===== src/rtl/spi_ram_pkg.sv =====
// Shared opcodes and FSM state type for the SPI-side burst RAM.
package spi_ram_pkg;

  localparam logic [1:0] OP_WADDR  = 2'b00;
  localparam logic [1:0] OP_WDATA  = 2'b01;
  localparam logic [1:0] OP_RADDR  = 2'b10;
  localparam logic [1:0] OP_RBURST = 2'b11;

  typedef enum logic {
    IDLE = 1'b0,
    SEND = 1'b1
  } ram_state_t;

endpackage


===== src/rtl/spi_ram_mem.sv =====
// Single-port word array: synchronous write, combinational read.
module spi_ram_mem
  import spi_ram_pkg::*;
#(
  parameter int unsigned DATA_W    = 8,
  parameter int unsigned ADDR_W    = 8,
  parameter int unsigned MEM_DEPTH = 256
) (
  input  logic              clk,
  input  logic              we,
  input  logic [ADDR_W-1:0] waddr,
  input  logic [DATA_W-1:0] wdata,
  input  logic [ADDR_W-1:0] raddr,
  output logic [DATA_W-1:0] rdata
);

  logic [DATA_W-1:0] mem_q [MEM_DEPTH];

  always_ff @(posedge clk) begin
    if (we) mem_q[waddr] <= wdata;
  end

  assign rdata = mem_q[raddr];

endmodule


===== src/rtl/spi_burst_ram.sv =====
// Command-driven RAM behind the SPI slave: auto-increment writes and
// multi-beat burst reads returned over a valid/ready handshake.
module spi_burst_ram
  import spi_ram_pkg::*;
#(
  parameter int unsigned DATA_W    = 8,
  parameter int unsigned ADDR_W    = 8,
  parameter int unsigned MEM_DEPTH = 256
) (
  input  logic              clk,
  input  logic              rst,
  input  logic [DATA_W+1:0] din,
  input  logic              rx_valid,
  output logic              rx_ready,
  output logic [DATA_W-1:0] dout,
  output logic              tx_valid,
  input  logic              tx_ready,
  output logic              tx_last,
  output logic              err
);

  ram_state_t        state_q, state_d;
  logic [DATA_W-1:0] dout_q, dout_d;
  logic              tx_valid_q, tx_valid_d;
  logic              tx_last_q, tx_last_d;
  logic              err_q, err_d;
  logic [ADDR_W-1:0] wa_q, wa_d;
  logic [ADDR_W-1:0] ra_q, ra_d;
  logic [DATA_W-1:0] rem_q, rem_d;

  logic              mem_we;
  logic [DATA_W-1:0] rdata;
  logic [1:0]        opcode;
  logic [DATA_W-1:0] payload;
  logic [ADDR_W-1:0] addr_in;
  logic              in_range;

  assign opcode   = din[DATA_W+1:DATA_W];
  assign payload  = din[DATA_W-1:0];
  assign addr_in  = payload[ADDR_W-1:0];
  assign in_range = 32'(addr_in) < MEM_DEPTH;

  // Address increment that wraps at the configured depth, not at 2**ADDR_W.
  function automatic logic [ADDR_W-1:0] next_addr(input logic [ADDR_W-1:0] a);
    return (32'(a) == MEM_DEPTH - 1) ? '0 : a + ADDR_W'(1);
  endfunction

  spi_ram_mem #(
    .DATA_W   (DATA_W),
    .ADDR_W   (ADDR_W),
    .MEM_DEPTH(MEM_DEPTH)
  ) u_mem (
    .clk  (clk),
    .we   (mem_we),
    .waddr(wa_q),
    .wdata(payload),
    .raddr(ra_q),
    .rdata(rdata)
  );

  always_comb begin
    state_d    = state_q;
    dout_d     = dout_q;
    tx_valid_d = tx_valid_q;
    tx_last_d  = tx_last_q;
    err_d      = err_q;
    wa_d       = wa_q;
    ra_d       = ra_q;
    rem_d      = rem_q;
    mem_we     = 1'b0;

    case (state_q)
      IDLE: begin
        if (rx_valid) begin
          case (opcode)
            OP_WADDR: begin
              if (in_range) wa_d = addr_in;
              else          err_d = 1'b1;
            end
            OP_WDATA: begin
              mem_we = 1'b1;
              wa_d   = next_addr(wa_q);
            end
            OP_RADDR: begin
              if (in_range) ra_d = addr_in;
              else          err_d = 1'b1;
            end
            OP_RBURST: begin
              // First beat is loaded on the accept edge itself.
              dout_d     = rdata;
              ra_d       = next_addr(ra_q);
              rem_d      = payload;
              tx_last_d  = (payload == '0);
              tx_valid_d = 1'b1;
              state_d    = SEND;
            end
            default: ;
          endcase
        end
      end
      SEND: begin
        if (tx_ready) begin
          if (rem_q != '0) begin
            dout_d    = rdata;
            ra_d      = next_addr(ra_q);
            rem_d     = rem_q - DATA_W'(1);
            tx_last_d = (rem_q == DATA_W'(1));
          end else begin
            tx_valid_d = 1'b0;
            tx_last_d  = 1'b0;
            state_d    = IDLE;
          end
        end
      end
      default: state_d = IDLE;
    endcase
  end

  always_ff @(posedge clk) begin
    if (rst) begin
      state_q    <= IDLE;
      dout_q     <= '0;
      tx_valid_q <= 1'b0;
      tx_last_q  <= 1'b0;
      err_q      <= 1'b0;
      wa_q       <= '0;
      ra_q       <= '0;
      rem_q      <= '0;
    end else begin
      state_q    <= state_d;
      dout_q     <= dout_d;
      tx_valid_q <= tx_valid_d;
      tx_last_q  <= tx_last_d;
      err_q      <= err_d;
      wa_q       <= wa_d;
      ra_q       <= ra_d;
      rem_q      <= rem_d;
    end
  end

  assign rx_ready = (state_q == IDLE);
  assign dout     = dout_q;
  assign tx_valid = tx_valid_q;
  assign tx_last  = tx_last_q;
  assign err      = err_q;

endmodule


===== config.mk =====
export PLATFORM = sky130hd
export DESIGN_NAME = spi_burst_ram
export DESIGN_NICKNAME = d
export VERILOG_FILES = /design/src/rtl/spi_ram_pkg.sv /design/src/rtl/spi_ram_mem.sv /design/src/rtl/spi_burst_ram.sv
export SDC_FILE = /design/constraint.sdc
export NUM_CORES = 2
export LEC_CHECK = 0
export CAP_MARGIN = 20
export CELL_PAD_IN_SITES_DETAIL_PLACEMENT = 0
export CELL_PAD_IN_SITES_GLOBAL_PLACEMENT = 2
export CORE_MARGIN = 4
export CORE_UTILIZATION = 40
export CTS_CLUSTER_DIAMETER = 120
export DETAILED_ROUTE_END_ITERATION = 10
export GPL_TIMING_DRIVEN = 0
export PLACE_DENSITY_LB_ADDON = 0.12
export SKIP_CTS_REPAIR_TIMING = 1
export SKIP_LAST_GASP = 1
export SLEW_MARGIN = 0
export SYNTH_ARGS = -nofsm -noshare
export SYNTH_HDL_FRONTEND = slang
export SYNTH_HIERARCHICAL = 1
export SYNTH_SLANG_ARGS = --single-unit

===== constraint.sdc =====
create_clock -name clk -period 5.25 [get_ports clk]
set_clock_uncertainty 0.2 [all_clocks]
set_input_delay 1.05 -clock clk [delete_from_list [all_inputs] [get_ports clk]]
set_output_delay 1.05 -clock clk [all_outputs]
set_load 0.02 [all_outputs]

==> impl_metrics.py <==
metrics = {
    "outcome": {
        "outcome": "finished, violations left",
        "violations": "negative setup slack",
    },
    "clock_tree": {
        "clock-sinks": 2083,
        "cts-buffers-inserted": 220,
        "clockBufferDepth": 3,
        "insertion_delay_ns": 0.85,
        "cts-root-buf": "clkbuf_16",
        "cts_tree": "yes",
        "clk_pin_slew_ns": 0.06,
        "htree_levels": 4,
    },
    "detailed_routing": {
        "postRouteAntennaNets": 0,
        "dr_total_vias": 43200,
        "drt-initial-drc-count": 5191,
        "avgRoutedWirePerCell_microns": 37.9,
        "vias_per_cell": 6.03,
        "first_pass_iters": 7,
        "routed_wl_microns": 271000,
        "drc": 0,
    },
    "timing": {
        "setup_violations": 149,
        "post-route-worst-setup-slack_ns": -0.209,
        "rsz0062_at_grt": "true",
        "hold_viol": 0,
        "relSlewSlack_pct": 7.92,
        "worstMarginPinSlew_ns": 1.37,
        "layout_min_cycle_time_ns": 5.46,
        "max_freq_mhz": 183,
        "min_period_over_period_pct": 104,
        "final-max-slew-violation-count": 0,
    },
    "cells_and_area": {
        "n_fill_cell": 17200,
        "syn_to_final_growth_pct": 14.8,
        "nets": 4309,
        "drive_gt1_share_pct": 24.3,
        "stdcell_area_sq_um": 93500,
    },
    "floorplanning": {
        "die_h_microns": 459,
        "initial_core_util_pct": 40.3,
        "rows": 165,
        "die-area_sq_um": 211000,
        "ios": 26,
        "die_w_microns": 459,
        "core_area_sq_um": 202000,
    },
    "setup_path": {
        "cp_cell_sequence": "clkdlybuf4s50_1 > or3b_1 > clkbuf_1 > nor2_1 > clkbuf_1 > buf_1 > nand3_1 > clkbuf_2 > nor2_1",
        "cp.required_ns": 5.52,
        "worst-path-buf-inv": 5,
        "path_delay_family": "buffers and inverters",
        "critPathCaptureType": "register",
        "crit_path_start_kind": "input port",
        "crit_arrival_ns": 5.73,
        "criticalPathCategory": "in2reg",
        "critPathMaxFanout": 10,
        "regToRegSetupSlack_ns": -0.16,
        "crit_path_max_incr_delay_ns": 0.92,
        "slowest_stage": "nor2_1",
    },
    "grt": {
        "track_usage_pct": 25.6,
        "grt_pass1_vias": 42500,
        "grt_first_pass_wirelength_microns": 367000,
        "grt_max_degree": 147,
        "antenna_found_initial": 11,
        "grt-ovfl-total": 0,
    },
    "power_and_ir_drop": {
        "powerDensity_nw_per_um2": 387,
        "p_leak_uw": 0.0280,
        "ir_drop_v": 0.000302,
        "total_power_uw": 36200,
    },
    "synth": {
        "syn-cell-area_sq_um": 81500,
        "synth_top_family_by_area": "multiplexers",
        "syn-instance-count": 3976,
        "synthSimpleGateAreaFrac_pct": 3.23,
        "avgSynthCellArea_sq_um": 20.5,
        "synthAdderAreaFrac_pct": 0.0768,
        "yosysSeqAreaShare_pct": 76.3,
        "muxShareOfSynthArea_pct": 14.4,
        "synthFlopType": "edfxtp_1",
        "yosys_warnings": 6,
        "yosys-top-cells-area": "edfxtp_1, mux4_2, mux2i_1",
        "ys_ff_latch": 2083,
        "yosysTopAreaCell": "edfxtp_1",
        "syn-num-nets": 3995,
        "synth_top_area_share_pct": 75.5,
        "synth_xor_area_share_pct": 0,
        "synth_edf_count": 2048,
        "ys_async_sr_fraction_pct": 0,
        "synth_cell_type_count": 83,
        "synth_compound_area_share_pct": 4.03,
    },
    "placed_design": {
        "place_area_sq_um": 86200,
        "dp_hpwl_microns": 183000,
        "io_buffers": 21,
        "place_congestion": 0.866,
    },
    "flow_run": {
        "cap_violations": 0,
    },
    "hold_path": {
        "hp-class": "in2reg",
    },
}
[worst reg2reg max path: cells and delay by family (launching register included)]
family,cells,cell delay [ns]
buffers and inverters,4,1.56
and+or+nand+nor,3,1.25
AOI/OAI and AO/OA,2,1.10
muxes,2,0.71
DFF,1,0.46
[cell type report]
type | count | area [sq um] | area share (%)
Timing Repair Buffer | 93 | 1390 | 1.49
Multi-Input combinational cell | 1636 | 18100 | 19.3
Buffer | 247 | 1560 | 1.67
Sequential cell | 2083 | 62200 | 66.5
Clock buffer | 276 | 5800 | 6.20
Inverter | 9 | 37.5 | 0.0401
Clock inverter | 130 | 1120 | 1.20
Antenna cell | 6 | 15.0 | 0.0161
Tap cell | 2672 | 3340 | 3.57
[worst paths after layout]
kind | endpoint | cells past startpoint | from
setup / recovery | u_mem/mem_q[37][5] | 9 | rx_valid
hold / removal | u_mem/mem_q[83][2] | 1 | din[2]
setup reg to reg | dout[5] | 11 | ra_q[1]
hold reg to reg | tx_valid | 2 | tx_valid
[state kept, by name, summed over array words and instances (netlist names)]
signal	cells
wa_q	8
state_q	1
tx_valid	1
u_mem/mem_q	2048
ra_q	8
tx_last	1
rem_q	8
dout	8
[power breakdown]
group	total (uW)	switching [uW]	internal, uW
combinational	2820	1870	948
sequential	18300	37.0	18300
clock	15100	6530	8580
[cell families after synthesis]
logic type,count (synthesis)
flops,2083
fa+ha+maj,5
mux,604
simple gates,562
other cells,1
buf+inv,257
compound gates,464
[Yosys cell counts, drive strengths merged, types with 4 or more instances]
cell type	number
or2	5
o22a	5
o221ai	47
edfxtp	2048
and2	7
o22ai	30
mux4	456
clkbuf	119
a22oi	135
nand3b	4
a2111oi	5
nand3	41
a22o	8
nor3	31
a21oi	121
nor3b	6
o32ai	9
dfxtp	35
o21ai	24
nor2	302
a311oi	5
nor2b	36
buf	129
a221oi	16
a31oi	5
nand2b	11
nand2	52
mux2i	146
and3	6
a211oi	21
nor4	31
nand4	10
ha	5
inv	7
o211ai	13
[layout by cell type, fill, tap and decap left out, types with 35 or more instances in the layout]
cell type  netlist  final
buf_8           13     39
a21oi_1        120    120
dfxtp_1         35     35
nand2_1         52     52
buf_2           34     52
mux2i_1        146    146
mux4_2         454    454
a22oi_1        135    135
clkbuf_16        0    224
edfxtp_1      2048   2048
nor2b_1         36     36
nor2_1         302    213
clkbuf_1       119    147
nand3_1         41     41
nor2_2           0     83
clkinv_1         2     60
o221ai_1        46     46
buf_4           28     41
[per-layer routing]
layer  wire length, microns  GRT usage (%)  vias to the layer above
li1                       -              -                    17300
met1                 114000           36.2                    23700
met2                 127000           40.1                     1788
met3                  21300           5.02                      328
met4                   9340           8.15                        2
met5                    143              0                        -
[through the flow]
| stage | setup WS, ns | hold WS (ns) | util (%) | std cells | TNS [ns] |
|---|---|---|---|---|---|
| 6_report | -0.209 | 0.275 | 46.2 | 7152 | -13.56 |
| 5_1_grt | -0.277 | 0.235 | 46.2 | 7147 | -16.28 |
| 4_1_cts | -0.524 | 0.219 | 46.0 | 7135 | -66.51 |
| 3_5_place_dp | -1.20 | 0.282 | 42.6 | 6729 | -1180.77 |
| 3_3_place_gp | -5.98 | 0.267 | 42.0 | 6669 | - |
| 2_1_floorplan | 1.36 | 0.273 | - | 3976 | 0 |
Note: power is estimated with default switching activity, not from simulation.
